### config.mk
export PLATFORM = sky130hd
export DESIGN_NAME = cmd_fifo_arbiter_flat
export DESIGN_NICKNAME = d
export VERILOG_FILES = /design/src/rtl/cmd_fifo_arbiter_if.sv /design/src/rtl/cmd_fifo_arbiter.sv /design/src/flat_wrapper.sv
export SDC_FILE = /design/constraint.sdc
export NUM_CORES = 1
export LEC_CHECK = 0
export ABC_CLOCK_PERIOD_IN_PS = 1900
export BUFFER_PORTS_ARGS = -buffer_cell sky130_fd_sc_hd__buf_2
export CAP_MARGIN = 20
export CORE_MARGIN = 5
export CORE_UTILIZATION = 43
export CTS_CLUSTER_DIAMETER = 40
export CTS_CLUSTER_SIZE = 14
export DETAILED_ROUTE_END_ITERATION = 10
export MAX_ROUTING_LAYER = met4
export PLACE_DENSITY_LB_ADDON = 0.2
export SKIP_LAST_GASP = 1
export SLEW_MARGIN = 20
export SYNTH_ARGS = -nofsm -noshare
export SYNTH_HDL_FRONTEND = slang
export SYNTH_SLANG_ARGS = --single-unit
### constraint.sdc
create_clock -name clk -period 1.9 [get_ports clk]
set_clock_uncertainty 0.2 [all_clocks]
set_input_delay 0.285 -clock clk [delete_from_list [all_inputs] [get_ports clk]]
set_output_delay 0.285 -clock clk [all_outputs]
set_load 0.005 [all_outputs]
### src/rtl/cmd_fifo_arbiter_if.sv
// Requester, grant and shared-FIFO write signals of cmd_fifo_arbiter.
// req_lock is present only when ARB_LOCK_EN is defined.
interface cmd_fifo_arbiter_if #(
   parameter int WIDTH    = 8,
   parameter int DEPTH_P2 = 6
);
   logic [3:0]         req;
   logic [4*WIDTH-1:0] req_data;
`ifdef ARB_LOCK_EN
   logic [3:0]         req_lock;
`endif
   logic [3:0]         gnt;
   logic [DEPTH_P2:0]  fifo_fillcount;
   logic               fifo_put;
   logic [WIDTH-1:0]   fifo_data_in;
   logic               stall;

   // master is the arbiter, which owns the grant and FIFO write side
   modport master (
      input  req,
      input  req_data,
`ifdef ARB_LOCK_EN
      input  req_lock,
`endif
      input  fifo_fillcount,
      output gnt,
      output fifo_put,
      output fifo_data_in,
      output stall
   );

   modport slave (
      output req,
      output req_data,
`ifdef ARB_LOCK_EN
      output req_lock,
`endif
      output fifo_fillcount,
      input  gnt,
      input  fifo_put,
      input  fifo_data_in,
      input  stall
   );
endinterface

### src/rtl/cmd_fifo_arbiter.sv
// Four-way round-robin arbiter writing one command word per cycle into a shared FIFO.
// Define ARB_LOCK_EN to add per-requester burst locking (up to 4 grants per burst).
module cmd_fifo_arbiter #(
   parameter int WIDTH    = 8,
   parameter int DEPTH_P2 = 6
) (
   input logic                clk,
   input logic                reset_n,
   cmd_fifo_arbiter_if.master bus
);
   localparam int CNT_W = DEPTH_P2 + 2;
   localparam logic [CNT_W-1:0] CAP = CNT_W'(2 ** DEPTH_P2);

   typedef enum logic [1:0] {
      IDLE  = 2'd0,
      ISSUE = 2'd1,
      STALL = 2'd2
   } state_e;

   state_e           state_q, state_d;
   logic [3:0]       gnt_q, gnt_d;
   logic             fifoPut_q, fifoPut_d;
   logic [WIDTH-1:0] fifoData_q, fifoData_d;
   logic             stall_q, stall_d;
   logic [1:0]       lastWinner_q, lastWinner_d;
   logic [1:0]       rrWinner;
   logic             rrFound;
   logic [1:0]       winner;
   logic             reqAny;
   logic             spaceAvail;
`ifdef ARB_LOCK_EN
   logic             lockActive_q, lockActive_d;
   logic [2:0]       lockCount_q, lockCount_d;
   logic             lockHold;
`endif

   // The put issued this cycle lands at the next edge, so count it as occupied
   assign spaceAvail = ({1'b0, bus.fifo_fillcount} + CNT_W'(fifoPut_q)) < CAP;
   assign reqAny     = |bus.req;

   always_comb begin
      state_d = state_q;
      unique case (state_q)
         IDLE, ISSUE, STALL: begin
            if (!reqAny) begin
               state_d = IDLE;
            end else if (spaceAvail) begin
               state_d = ISSUE;
            end else begin
               state_d = STALL;
            end
         end
         default: state_d = IDLE;
      endcase
   end

   always_comb begin
      rrWinner = lastWinner_q;
      rrFound  = 1'b0;
      for (int k = 1; k <= 4; k++) begin
         if (!rrFound && bus.req[lastWinner_q + 2'(k)]) begin
            rrWinner = lastWinner_q + 2'(k);
            rrFound  = 1'b1;
         end
      end
   end

   always_comb begin
      winner       = rrWinner;
      gnt_d        = '0;
      fifoPut_d    = 1'b0;
      fifoData_d   = fifoData_q;
      stall_d      = (state_d == STALL);
      lastWinner_d = lastWinner_q;
`ifdef ARB_LOCK_EN
      lockActive_d = lockActive_q;
      lockCount_d  = lockCount_q;
      lockHold     = lockActive_q && bus.req[lastWinner_q] && bus.req_lock[lastWinner_q];
      if (lockHold) begin
         winner = lastWinner_q;
      end
`endif
      if (state_d == ISSUE) begin
         gnt_d[winner] = 1'b1;
         fifoPut_d     = 1'b1;
         fifoData_d    = bus.req_data[winner*WIDTH +: WIDTH];
         lastWinner_d  = winner;
`ifdef ARB_LOCK_EN
         // A burst ends on its 4th grant; the next search starts after the owner
         if (lockHold) begin
            if (lockCount_q == 3'd3) begin
               lockActive_d = 1'b0;
               lockCount_d  = 3'd0;
            end else begin
               lockCount_d = lockCount_q + 3'd1;
            end
         end else if (bus.req_lock[winner]) begin
            lockActive_d = 1'b1;
            lockCount_d  = 3'd1;
         end else begin
            lockActive_d = 1'b0;
            lockCount_d  = 3'd0;
         end
      end else if (!lockHold) begin
         lockActive_d = 1'b0;
         lockCount_d  = 3'd0;
`endif
      end
   end

   always_ff @(posedge clk) begin
      if (!reset_n) begin
         state_q      <= IDLE;
         gnt_q        <= '0;
         fifoPut_q    <= 1'b0;
         fifoData_q   <= '0;
         stall_q      <= 1'b0;
         lastWinner_q <= 2'd3;
`ifdef ARB_LOCK_EN
         lockActive_q <= 1'b0;
         lockCount_q  <= 3'd0;
`endif
      end else begin
         state_q      <= state_d;
         gnt_q        <= gnt_d;
         fifoPut_q    <= fifoPut_d;
         fifoData_q   <= fifoData_d;
         stall_q      <= stall_d;
         lastWinner_q <= lastWinner_d;
`ifdef ARB_LOCK_EN
         lockActive_q <= lockActive_d;
         lockCount_q  <= lockCount_d;
`endif
      end
   end

   assign bus.gnt          = gnt_q;
   assign bus.fifo_put     = fifoPut_q;
   assign bus.fifo_data_in = fifoData_q;
   assign bus.stall        = stall_q;
endmodule

### src/flat_wrapper.sv
// flat-port wrapper written by rule: the top's interface ports become plain ports
module cmd_fifo_arbiter_flat 
#(
   parameter int WIDTH    = 8,
   parameter int DEPTH_P2 = 6
)
  (clk, reset_n, bus_req, bus_req_data, bus_fifo_fillcount, bus_gnt, bus_fifo_put, bus_fifo_data_in, bus_stall);
  cmd_fifo_arbiter_if #(.WIDTH(WIDTH), .DEPTH_P2(DEPTH_P2)) bus_i ();
  input logic clk;
  input logic reset_n;
  input wire logic [$bits(bus_i.req)-1:0] bus_req;
  input wire logic [$bits(bus_i.req_data)-1:0] bus_req_data;
  input wire logic [$bits(bus_i.fifo_fillcount)-1:0] bus_fifo_fillcount;
  output wire logic [$bits(bus_i.gnt)-1:0] bus_gnt;
  output wire logic [$bits(bus_i.fifo_put)-1:0] bus_fifo_put;
  output wire logic [$bits(bus_i.fifo_data_in)-1:0] bus_fifo_data_in;
  output wire logic [$bits(bus_i.stall)-1:0] bus_stall;
  assign bus_i.req = bus_req;
  assign bus_i.req_data = bus_req_data;
  assign bus_i.fifo_fillcount = bus_fifo_fillcount;
  assign bus_gnt = bus_i.gnt;
  assign bus_fifo_put = bus_i.fifo_put;
  assign bus_fifo_data_in = bus_i.fifo_data_in;
  assign bus_stall = bus_i.stall;
  cmd_fifo_arbiter #(.WIDTH(WIDTH), .DEPTH_P2(DEPTH_P2)) u_core (.clk(clk), .reset_n(reset_n), .bus(bus_i));
endmodule
=== Yosys cells after proc, flatten, opt, wreduce, memory -nomap -nowiden ===
Index checks and enable logic that the tools add are counted.

* Register bits: 18
* Bits of input ports: 45
* Output and inout port bits: 14
* Word-level logic and storage cells: 54

* $add $sub $neg: 4
* Order comparisons: 7
* Equal/unequal tests: 4
* Shifts and indexed selects: 1
* Mux-type cells: 21
* Reductions and logical operators: 11

{| class="wikitable"
|+ Operator list
! cell !! count
|-
| 32-bit by 6-bit indexed part select with 8-bit output || 1
|-
| 2-bit by 3-bit less-than comparator with 1-bit output (second input constant) || 5
|-
| 2-bit 2-to-1 mux || 7
|-
| 1-bit 2-to-1 mux || 9
|-
| 7-bit by 1-bit adder with 8-bit output || 1
|-
| 1-bit binary-select mux with 2-bit select || 4
|-
| 8-bit by 7-bit less-than comparator with 1-bit output (second input constant) || 1
|-
| 2-bit adder (second input constant) || 2
|-
| 2-bit by 1-bit == test with 1-bit output (second input constant) || 2
|-
| 2-bit == test (second input constant) || 2
|-
| 1-bit logical AND || 4
|-
| 4-bit OR reduction || 1
|-
| 1-bit logical NOT || 3
|-
| 3-bit OR reduction || 1
|-
| 2-bit by 1-bit adder with 2-bit output (second input constant) || 1
|-
| 1-bit demux with 2-bit select || 1
|-
| 2-bit by 1-bit >= comparator with 1-bit output (second input constant) || 1
|-
| 2-bit logical NOT || 1
|-
| 2-bit AND reduction || 1
|}

=== Longest topological paths before layout ===
* Word-level depth: 17
* Gate-level depth with buffers: 7
* Depth with buffers taken out: 5

=== Worst setup path after synthesis ===
OpenSTA, ideal clock, no wires.

* Path kind: input port to flip-flop
* From: in bus_req[3]
* To: reg u_core.fifoData_q[0], in the netlist u_core.bus.fifo_data_in[0]
* Arrival: 1378 ps
* Path slack: 205 ps
* Stages: 7
* Path buffers: 2
* Path through: or2_1 > a21o_1 > buf_2 > buf_6 > nand3_1 > nand3_1 > a32o_1

* Longest elaborated chain between the ends: 13

{| class="wikitable"
|+ RTL lines
! what !! RTL line !! source
|-
| start, declared || flat_wrapper.sv:11 || <nowiki>input wire logic [$bits(bus_i.req)-1:0] bus_req;</nowiki>
|-
| 1-bit binary-select mux with 2-bit select || cmd_fifo_arbiter.sv:61 || <nowiki>if (!rrFound && bus.req[lastWinner_q + 2'(k)]) begin</nowiki>
|-
| 1-bit 2-to-1 mux (not written as such) || cmd_fifo_arbiter.sv:61 ||
|-
| 1-bit 2-to-1 mux || cmd_fifo_arbiter.sv:61 ||
|-
| 1-bit logical NOT || cmd_fifo_arbiter.sv:61 ||
|-
| 1-bit logical AND || cmd_fifo_arbiter.sv:61 ||
|-
| 1-bit 2-to-1 mux || cmd_fifo_arbiter.sv:61 ||
|-
| 1-bit logical NOT || cmd_fifo_arbiter.sv:61 ||
|-
| 1-bit logical AND || cmd_fifo_arbiter.sv:61 ||
|-
| 1-bit 2-to-1 mux || cmd_fifo_arbiter.sv:61 ||
|-
| 1-bit logical NOT || cmd_fifo_arbiter.sv:61 ||
|-
| 1-bit logical AND || cmd_fifo_arbiter.sv:61 ||
|-
| 2-bit 2-to-1 mux || cmd_fifo_arbiter.sv:61 ||
|-
| 32-bit by 6-bit indexed part select with 8-bit output || cmd_fifo_arbiter.sv:86 || <nowiki>fifoData_d = bus.req_data[winner*WIDTH +: WIDTH];</nowiki>
|-
| end signal, assigned || cmd_fifo_arbiter.sv:127 || <nowiki>fifoData_q <= fifoData_d;</nowiki>
|-
| end, declared || cmd_fifo_arbiter.sv:23 || <nowiki>logic [WIDTH-1:0] fifoData_q, fifoData_d;</nowiki>
|}

Several ways; a longest one is shown, not always the timed one. The select of a mux whose other input is x is not followed.
A chain may end at the register's enable or synchronous reset.

=== Worst setup path after layout ===
* From: reg u_core.lastWinner_q[0]
* To: reg u_core.fifoData_q[1], in the netlist u_core.bus.fifo_data_in[1]

* Longest elaborated chain between the ends: 14

{| class="wikitable"
|+ RTL lines
! what !! RTL line !! source
|-
| start, declared || cmd_fifo_arbiter.sv:25 || <nowiki>logic [1:0] lastWinner_q, lastWinner_d;</nowiki>
|-
| start signal, assigned || cmd_fifo_arbiter.sv:129 || <nowiki>lastWinner_q <= lastWinner_d;</nowiki>
|-
| 2-bit by 1-bit adder with 2-bit output || cmd_fifo_arbiter.sv:61, cmd_fifo_arbiter.sv:62 ||
|-
| 1-bit binary-select mux with 2-bit select || cmd_fifo_arbiter.sv:61 ||
|-
| 1-bit 2-to-1 mux (not written as such) || cmd_fifo_arbiter.sv:61 ||
|-
| 1-bit 2-to-1 mux || cmd_fifo_arbiter.sv:61 ||
|-
| 1-bit logical NOT || cmd_fifo_arbiter.sv:61 ||
|-
| 1-bit logical AND || cmd_fifo_arbiter.sv:61 ||
|-
| 1-bit 2-to-1 mux || cmd_fifo_arbiter.sv:61 ||
|-
| 1-bit logical NOT || cmd_fifo_arbiter.sv:61 ||
|-
| 1-bit logical AND || cmd_fifo_arbiter.sv:61 ||
|-
| 1-bit 2-to-1 mux || cmd_fifo_arbiter.sv:61 ||
|-
| 1-bit logical NOT || cmd_fifo_arbiter.sv:61 ||
|-
| 1-bit logical AND || cmd_fifo_arbiter.sv:61 ||
|-
| 2-bit 2-to-1 mux * || cmd_fifo_arbiter.sv:61 ||
|-
| 32-bit by 6-bit indexed part select with 8-bit output * || cmd_fifo_arbiter.sv:86 ||
|}

Mark *: on every way between the ends. The rest lies on a longest branch, timed or not. The select of a mux whose other input is x is not followed.

==> run summary <==
The run finished with clean final reports. The setup slack of the most critical reg-to-reg path is 70 ps. The number of failing hold endpoints at the final stage came out at 0.

The finished cells cover between 1000 and 1500 um^2. The net count after synthesis is ~170. Final hold analysis gives a worst-case slack of between 50 and 60 ps.

Summing the sequential cell areas from Yosys gives ~35% of the chip area. The distinct cell type count of the synthesized netlist came out at 32. The total via count after detailed routing came out at ~1.1k.

During I/O placement, the number of pins put on the boundary was 59. The total chip power is ~1 mW. The area enclosed by the die boundary is ~3400 um^2. The signal on the critical path passes through nand2b_2, a21o_1, nand3_1, nand3_1, a32o_1. The clock sink count came out at 18.

Yosys printed 0 warnings. For this run, the detailed router's first-pass iteration total came to 4. On the critical path, the stage with the largest delay is an instance of sky130_fd_sc_hd__a21o_1. Among cell families on the critical path, the largest total delay comes from compound AO/OA/AOI/OAI gates. At the placement stage, the worst setup path has a slack of -39.7 ps.

After floorplanning, the core was sized to cover 2230 um^2. Entering global routing, the biggest net connects 19 pins. Tracing the worst setup path back leads to its startpoint at u_core.lastWinner_q[0].

Summing the areas of all fa, ha and maj instances in the mapped netlist gives 0% of the synthesized area. The cell occurring most often along the worst timing path is sky130_fd_sc_hd__nand3_1. Summing the areas of all and, or, nand and nor instances in the mapped netlist gives ~29% of the synthesized area. The global placement routability congestion is around 0.83. The met2 wire length came out at 1.46 mm. The relative slew slack is between 60 and 70%. After synthesis, the largest family of logic cells by area is simple AND/OR/NAND/NOR gates. The mapped cell area is 1020 um^2. The share of the synthesized area in the top cell type is between 30% and 40%. The routed design uses 250 um of met3 wire. The sum of negative setup slack came out at 0 ps. Global routing consumed, over all layers together, around 18% of the routing resources. The most used flip-flop cell after synthesis is sky130_fd_sc_hd__dfxtp_1. The number of antenna cells inserted came out at 0. By area the synthesized netlist is led by sky130_fd_sc_hd__dfxtp_1 35%, sky130_fd_sc_hd__nand3_1 16%, sky130_fd_sc_hd__a32o_1 7.9%, sky130_fd_sc_hd__o21ai_0 7.9%, sky130_fd_sc_hd__buf_6 3.3%. The synthesized area per cell is around 8.4 um^2. The arrival time of data at the critical path endpoint came out at 1810 ps.

The largest stage delay on the critical path came out at approximately 370 ps. Setup repair after global routing left no endpoint under its margin. The ratio of cells with drive above 1 in the final layout is between 40 and 50%.

The number of design-rule violations left by the first detailed-router iteration came out at 17. The time the final worst path needs with I/O delays and setup is about 1800 ps. The top metal layer carrying routed signals is met4. The share of the core filled with cells came out at between 60% and 70%. The via count of the first global-routing pass is 1079. Once the floorplan was initialized, standard cells occupied a little under half of the core.

The TritonCTS clock tree is yes. Counting both buffers and inverters, the worst setup path holds a total of 0. The final setup violation count came out at 0. The worst register-to-register path begins at u_core.lastWinner_q[0]. The required time at the endpoint of the critical path is between 1500 and 2000 ps. Clock-pin slew was measured on the worst setup and hold paths at roughly 110 ps. The worst setup slack after layout is around 73 ps. The average wire length per cell after detail routing came out at 14.4 um.

Global routing finished with a remaining overflow of 0. The placed instances occupy a cell area of ~1300 um^2. The number of maximum-capacitance constraint violations is 0.

The share of the synthesized netlist area taken by xor and xnor gates is 0%. The number of max-slew violations in the final report is 0. The growth of design area from synthesis to finish came out at 39.2%. The half-perimeter wire length after placement came out at roughly 2.3 mm.

The initialized floorplan defines 17 standard-cell rows. sky130_fd_sc_hd__dfxtp_1 takes more of the synthesized area than any other cell. The wire length of the first global-routing pass came out at 4.66 mm. The share of the synthesized area in compound gates (AO/OA/AOI/OAI) is between 20% and 30%. The path class of the tightest hold or removal check is primary input to flip-flop. The peak supply drop came out at approximately 0.4 mV. The slew at the pin closest to its max-slew limit came out at around 560 ps. In the synthesized netlist, the number of instances is about 120. The detailed router put a total of 1.29 mm of wire on met1.

The number of buffers created by CTS came out at 3. The post-route antenna net violation count is 0. The mean number of vias per cell is 5.33. The maximum level of the CTS H-tree came out at 1.

The quantity of I/O buffers inserted on ports came out at a little under 60. Counting flops and latches in the post-synthesis netlist gives 18. The initial antenna violation count came out at 0. The highest achievable clock rate came out at ~550 MHz.

The non-filler instance count after layout is between 200 and 250. The number of placed instances with taps included is approximately 210. The root buffer cell chosen for the clock tree is sky130_fd_sc_hd__clkbuf_4. The final worst-path cycle share is about 96%. The critical path start-end classification is flip-flop to flip-flop. No sink is reached through more buffers than the 2 on the longest clock path. The largest fanout of any net on the critical path is 17.

The fraction of synthesized area in multiplexers came out at 0%. The number of enable flip-flop cells after synthesis came out at 0. STA classifies the critical path startpoint as a flip-flop.

The total wire length after detailed routing is slightly above 3 mm. The critical path endpoint category is a flip-flop. The floorplan die height came out at a little under 60 um. Dividing total power by cell area gives a power density of a little over 700 nW/um^2. The proportion of register bits with asynchronous set or reset after synthesis came out at 0%. For the worst-skew pair, the clock arrives at the later sink with an insertion delay of between 200 and 300 ps. The startpoint identified for the worst hold timing path is reset_n. The number of nets in the layout is 229. The die outline width is 58.6 um. The static leakage power came out at between 0.6 and 0.7 nW. In the routed design, unresolved DRC markers number 0.
## Yosys cell counts, drive strengths merged (2+ instances only)
| cell type | n |
|---|---|
| nand3 | 34 |
| dfxtp | 18 |
| o21ai | 17 |
| buf | 9 |
| a32o | 8 |
| nor2 | 6 |
| nand2 | 5 |
| a21oi | 3 |
| and3 | 2 |
| inv | 2 |
| nand2b | 2 |
| nor2b | 2 |
## worst register-to-register path: cells and delay by family (launching register included)
kind,cells,cell delay [ps]
AOI/OAI and AO/OA,2,650
DFF,1,350
and+or+nand+nor,3,520
## worst paths after layout
| check | depth (start not counted) | to |
|---|---|---|
| setup / recovery | 5 | u_core.bus.fifo_data_in[1] |
| hold / removal | 3 | u_core.bus.fifo_put |
| setup reg to reg | 5 | u_core.bus.fifo_data_in[1] |
| hold reg to reg | 1 | u_core.bus.fifo_data_in[7] |
## area by class of cell
class | count | area (um^2)
fill | 197 | 817
inverter | 2 | 7.51
tap | 28 | 35.0
sequential | 18 | 362
timing repair buffer | 67 | 383
clock buffer | 4 | 36.3
multi-input combinational | 92 | 593
## report_power, final
group          switching [mW]  internal [mW]  total [mW]
logic                   0.169          0.166       0.334
clock network           0.116          0.117       0.233
registers              0.0225          0.412       0.434
total                   0.307          0.694        1.00
## cells in the final DEF, fill, tap and decap left out, types with 2 or more instances in the layout
cell                        n
sky130_fd_sc_hd__and3_1     2
sky130_fd_sc_hd__buf_12     2
sky130_fd_sc_hd__a21oi_2    2
sky130_fd_sc_hd__buf_4      7
sky130_fd_sc_hd__clkbuf_4   3
sky130_fd_sc_hd__nand2_1    5
sky130_fd_sc_hd__o21ai_0   16
sky130_fd_sc_hd__nor2b_1    2
sky130_fd_sc_hd__a32o_1     8
sky130_fd_sc_hd__nor2_1     5
sky130_fd_sc_hd__inv_1      2
sky130_fd_sc_hd__dfxtp_1   17
sky130_fd_sc_hd__nand3_1   33
sky130_fd_sc_hd__buf_2     58
## flip-flops by register name (all words and copies together), names as in the netlist
signal,flops
u_core.bus.stall,1
u_core.bus.fifo_put,1
u_core.bus.gnt,4
u_core.bus.fifo_data_in,8
u_core.lastWinner_q,2
u_core.state_q,2
## kinds of logic after synthesis
group	Yosys count
AOI/OAI and AO/OA	37
buffers and inverters	11
and+or+nand+nor	55
DFF	18
## metal layers
metal,vias up,global-route usage (%)
met5,-,-
met2,51,29.5
met3,4,2.19
li1,580,-
met1,490,21.8
met4,0,8.09
## repair_timing
item                                    in CTS  in global routing
endpoints found under the setup margin       0                  8
hold buffers                                 0                  0
resized for setup                            0                  3
setup buffers                                0                  1
Power figures use the tool's default switching activity.
